===== src/rtl/dp_mem_responder.sv =====
// Responder for the datapath-cache request interface: serialises instruction
// fetches and data reads/writes onto a single-port RAM of variable latency.
module dp_mem_responder #(
    parameter int WORD_W   = 32,
    parameter int ADDR_W   = 32,
    parameter int MAX_WAIT = 64,
    parameter int WAIT_W   = 8
) (
    input  logic              CLK,
    input  logic              nRST,
    input  logic              halt,
    input  logic              imemREN,
    input  logic [ADDR_W-1:0] imemaddr,
    input  logic              dmemREN,
    input  logic              dmemWEN,
    input  logic [ADDR_W-1:0] dmemaddr,
    input  logic [WORD_W-1:0] dmemstore,
    output logic              ihit,
    output logic              dhit,
    output logic [WORD_W-1:0] imemload,
    output logic [WORD_W-1:0] dmemload,
    output logic              ram_ren,
    output logic              ram_wen,
    output logic [ADDR_W-1:0] ram_addr,
    output logic [WORD_W-1:0] ram_store,
    input  logic [WORD_W-1:0] ram_load,
    input  logic              ram_ready,
    output logic              timeout
);

    typedef enum logic [1:0] {IDLE, ACCESS, RESP} state_t;
    typedef enum logic [1:0] {IFETCH, DREAD, DWRITE} kind_t;

    state_t             state_q, state_d;
    kind_t              kind_q, kind_d;
    logic [ADDR_W-1:0]  addr_q, addr_d;
    logic [WORD_W-1:0]  store_q, store_d;
    logic [WAIT_W-1:0]  cnt_q, cnt_d;
    logic [WORD_W-1:0]  iload_q, iload_d;
    logic [WORD_W-1:0]  dload_q, dload_d;
    logic               timeout_q, timeout_d;

    always_ff @(posedge CLK or negedge nRST) begin
        if (!nRST) begin
            state_q   <= IDLE;
            kind_q    <= IFETCH;
            addr_q    <= '0;
            store_q   <= '0;
            cnt_q     <= '0;
            iload_q   <= '0;
            dload_q   <= '0;
            timeout_q <= 1'b0;
        end else begin
            state_q   <= state_d;
            kind_q    <= kind_d;
            addr_q    <= addr_d;
            store_q   <= store_d;
            cnt_q     <= cnt_d;
            iload_q   <= iload_d;
            dload_q   <= dload_d;
            timeout_q <= timeout_d;
        end
    end

    always_comb begin
        state_d   = state_q;
        kind_d    = kind_q;
        addr_d    = addr_q;
        store_d   = store_q;
        cnt_d     = cnt_q;
        iload_d   = iload_q;
        dload_d   = dload_q;
        timeout_d = timeout_q;
        ram_ren   = 1'b0;
        ram_wen   = 1'b0;
        ihit      = 1'b0;
        dhit      = 1'b0;

        unique case (state_q)
            IDLE: begin
                // Data wins over fetch; a simultaneous REN+WEN counts as a write.
                cnt_d = '0;
                if (dmemWEN) begin
                    kind_d  = DWRITE;
                    addr_d  = dmemaddr;
                    store_d = dmemstore;
                    state_d = ACCESS;
                end else if (dmemREN) begin
                    kind_d  = DREAD;
                    addr_d  = dmemaddr;
                    state_d = ACCESS;
                end else if (imemREN && !halt) begin
                    kind_d  = IFETCH;
                    addr_d  = imemaddr;
                    state_d = ACCESS;
                end
            end

            ACCESS: begin
                ram_ren = (kind_q != DWRITE);
                ram_wen = (kind_q == DWRITE);
                if (ram_ready) begin
                    if (kind_q == IFETCH) iload_d = ram_load;
                    if (kind_q == DREAD)  dload_d = ram_load;
                    cnt_d   = '0;
                    state_d = RESP;
                end else begin
                    cnt_d = cnt_q + WAIT_W'(1);
                    if (MAX_WAIT > 0 && cnt_d == WAIT_W'(MAX_WAIT)) begin
                        timeout_d = 1'b1;
                        cnt_d     = '0;
                        state_d   = IDLE;
                    end
                end
            end

            RESP: begin
                // A requester that gave up gets no hit; the access itself stands.
                unique case (kind_q)
                    IFETCH:  ihit = imemREN;
                    DREAD:   dhit = dmemREN;
                    DWRITE:  dhit = dmemWEN;
                    default: ;
                endcase
                state_d = IDLE;
            end

            default: state_d = IDLE;
        endcase
    end

    assign ram_addr  = addr_q;
    assign ram_store = store_q;
    assign imemload  = iload_q;
    assign dmemload  = dload_q;
    assign timeout   = timeout_q;

endmodule


===== config.mk =====
export PLATFORM = sky130hd
export DESIGN_NAME = dp_mem_responder
export DESIGN_NICKNAME = d
export VERILOG_FILES = /design/src/rtl/dp_mem_responder.sv
export SDC_FILE = /design/constraint.sdc
export NUM_CORES = 1
export LEC_CHECK = 0
export BUFFER_PORTS_ARGS = -buffer_cell sky130_fd_sc_hd__buf_2
export CAP_MARGIN = 20
export CELL_PAD_IN_SITES_DETAIL_PLACEMENT = 2
export CELL_PAD_IN_SITES_GLOBAL_PLACEMENT = 2
export CORE_AREA = 2 2 173 124
export DETAILED_ROUTE_END_ITERATION = 10
export DIE_AREA = 0 0 175 126
export PLACE_DENSITY_LB_ADDON = 0.25
export SLEW_MARGIN = 20
export SYNTH_ARGS = -nofsm -noshare
export SYNTH_HDL_FRONTEND = slang
export SYNTH_SLANG_ARGS = --single-unit

===== constraint.sdc =====
create_clock -name CLK -period 2.1 [get_ports CLK]
set_input_delay 0.105 -clock CLK [delete_from_list [all_inputs] [get_ports CLK]]
set_output_delay 0.105 -clock CLK [all_outputs]
set_load 0.1 [all_outputs]

==> results.cfg <==
[clock_network]
clkLatencyLatePin_ns = 0.42
cts_htree_levels = 4
cts.path.max_buffers = 2
cts-buffers-inserted = 17
clk_transition_reported_paths_ns = 0.06
post_cts_buffers = 0
cts_tree = yes
ctsRootBufferMaster = sky130_fd_sc_hd__clkbuf_16
cts.sink_count = 141

[sta]
final.period_utilization = 0.929
report.final.setup_viol = 0
worst_clock_skew_ns = 0.00953
worst-slew-pin-transition_ns = 0.795
relSlewSlack = 0.470
rsz0062_at_grt = false
fmaxAchievable_ghz = 0.512
final_min_period_ns = 1.95
tns_ns = 0
final-hold-violation-count = 0
timing_max_transition_violations_final = 0

[synth]
netlist_instances = 423
yosys_register_bits = 141
post_synth_num_cell_types = 40
register_area_share_after_synthesis = 0.609
synth_fp_nets = 562
syn_area_per_cell_um2 = 13.7
yosys.area_share.adder = 0.00863
syn-cell-area_um2 = 5800
yosys_warnings = 0
synth_top_family_by_area = multiplexers
synth_xor_area_frac = 0.00302
post_synth_and_or_nand_nor_area_fraction = 0.0565
synth_compound_gate_area_share = 0.0533
synthMuxAreaShare = 0.242

[grt]
gr-usage-all-layers = 0.188
largest_net_degree_at_the_start_of_global_routing = 142
grt_antenna_before_repair = 1
wire_length_of_the_first_global_routing_pass_um = 32200
grt_pass1_vias = 5751
grt_overflow_total = 0

[die]
floorplan.initialDensity = 0.284
die_area_um2 = 22100
io-pin-count = 268
chipWidth_um = 175
placement_rows = 44
floorplan.core_area_um2 = 20400
fp.dieH_um = 126

[detailed_routing]
ant_nets = 0
drc = 0
via_per_inst = 4.47
initial_drt_markers = 205
wl_per_cell_um = 18.3
vias = 4871
drtPass1Iterations = 3
drt_wl_total_um = 20000

[placed_design]
gp_congestion = 0.779
dpl.hpwl_um = 13400
port_buffers = 267

[setup_path]
cp.arrival_ns = 1.85
worstSetupStartpointType = register
crit_fanout = 3
timing.critical_path.to_type = primary output
rr_worst_depth = 5
critPathKind = register to primary output
critPathRequiredTime_ns = 2.00

[cells_and_area]
final_layout_size_suffix_gt1_frac = 0.410
nNetsFinal = 940
area_growth_syn_to_layout_pct = 58.2

[run_status]
run_status = finished clean

[hold_path]
hold-path-cell-count = 3
worst_hold_path_type = primary input to register

[job]
timing.max_cap.violations = 0
[worst max-delay path, stage by stage (launching register included)]
cell                       delay (ns)
sky130_fd_sc_hd__dfrtp_1         0.40
sky130_fd_sc_hd__inv_1           0.09
sky130_fd_sc_hd__ha_1            0.19
sky130_fd_sc_hd__a22oi_1         0.13
sky130_fd_sc_hd__nor4bb_4        0.26
sky130_fd_sc_hd__clkbuf_4        0.37
[cell families (layout without fill, tap and decap cells)]
| group | after synthesis | in the layout |
|---|---|---|
| compound gates | 53 | 53 |
| xor+xnor | 2 | 2 |
| fa+ha+maj | 4 | 4 |
| buf+inv | 26 | 416 |
| flops | 141 | 141 |
| mux | 128 | 128 |
| other cells | 0 | 1 |
| simple gates | 69 | 69 |
[cell usage in the layout, fill, tap and decap left out, types with 10 or more instances in the layout]
cell                            count
sky130_fd_sc_hd__buf_2            264
sky130_fd_sc_hd__clkbuf_16         17
sky130_fd_sc_hd__dfrtp_1          141
sky130_fd_sc_hd__dlygate4sd3_1    107
sky130_fd_sc_hd__mux2_1            77
sky130_fd_sc_hd__mux2_2            19
sky130_fd_sc_hd__mux2i_1           32
sky130_fd_sc_hd__nand2_1           39
sky130_fd_sc_hd__o21ai_0           29
sky130_fd_sc_hd__o21ai_1           10
[metal layers]
| layer | GRT usage | vias up | wire [um] |
|---|---|---|---|
| met3 | 0.0465 | 29 | 945 |
| met5 | 0 | - | 0 |
| met4 | 0.0613 | 0 | 381 |
| li1 | - | 2249 | - |
| met2 | 0.340 | 146 | 10500 |
| met1 | 0.219 | 2447 | 8120 |
[cell usage after synthesis, drive strengths merged]
library cell | n | share of area
dfrtp | 141 | 0.61
mux2 | 96 | 0.19
nand2 | 43 | 0.029
o21ai | 39 | 0.034
mux2i | 32 | 0.055
buf | 17 | 0.022
nor2 | 8 | 0.0052
clkbuf | 5 | 0.0035
ha | 4 | 0.0086
inv | 4 | 0.0026
nand4 | 4 | 0.0043
and2 | 3 | 0.0037
nand2b | 3 | 0.0032
nand3 | 3 | 0.0026
o31ai | 2 | 0.0026
a211o | 1 | 0.0015
a211oi | 1 | 0.0013
a21o | 1 | 0.0013
a21oi | 1 | 0.00086
a221o | 1 | 0.0017
a22o | 1 | 0.0015
a22oi | 1 | 0.0013
a32o | 1 | 0.0017
and2b | 1 | 0.0013
and3 | 1 | 0.0019
and4b | 1 | 0.0017
nor3 | 1 | 0.0017
nor4bb | 1 | 0.0017
o2111ai | 1 | 0.0015
o21bai | 1 | 0.0013
o311ai | 1 | 0.0015
o41ai | 1 | 0.0015
xnor2 | 1 | 0.0015
xor2 | 1 | 0.0015
[final timing paths]
kind / start / endpoint / slack (ns)
setup / recovery: kind_q[1] / dhit / 0.15
hold / removal: dmemaddr[12] / ram_addr[12] / 0.009
setup reg to reg: state_q[0] / imemload[23] / 0.29
hold reg to reg: ram_addr[25] / ram_addr[25] / 0.48
max in group asynchronous: nRST / cnt_q[4] / 1.13
min in group asynchronous: nRST / imemload[11] / 0.36
[layout make-up]
cell class                      instances  area, um2
Antenna cell                            1       2.50
Sequential cell                       141       3530
Clock buffer                           19        443
Inverter                                4       15.0
Timing Repair Buffer                  381       2540
Multi-Input combinational cell        256       2140
Clock inverter                         12        164
Tap cell                              276        345
Fill cell                            2081      11300
[metrics by stage]
stage,hold WS [ns],cell area (um2),setup slack (ns),std cells,utilization
after floorplan,-0.191,5810,0.116,423,-
final,0.00943,9170,0.149,1090,0.449
after global routing,0.00898,9170,0.0379,1090,0.449
after detailed placement,0.292,7480,0.275,951,0.366
after global placement,0.288,7480,0.343,951,0.366
after CTS,0.0000467,9160,0.00596,1089,0.449
[timing repair]
action	CTS	global route
hold buffers	107	0
setup endpoints to repair	0	15
resized for setup	0	3
endpoints found under the hold margin	260	0
[sequential cells by signal, indices dropped and copies added, names as in the netlist]
name and cells:
cnt_q 8, dmemload 32, ram_store 32, ram_addr 32, state_q 2, kind_q 2
timeout 1, imemload 32
Power is left out: the tool's default activity adds up to more than one toggle a clock period on the data nets, which glitch-free logic cannot reach.
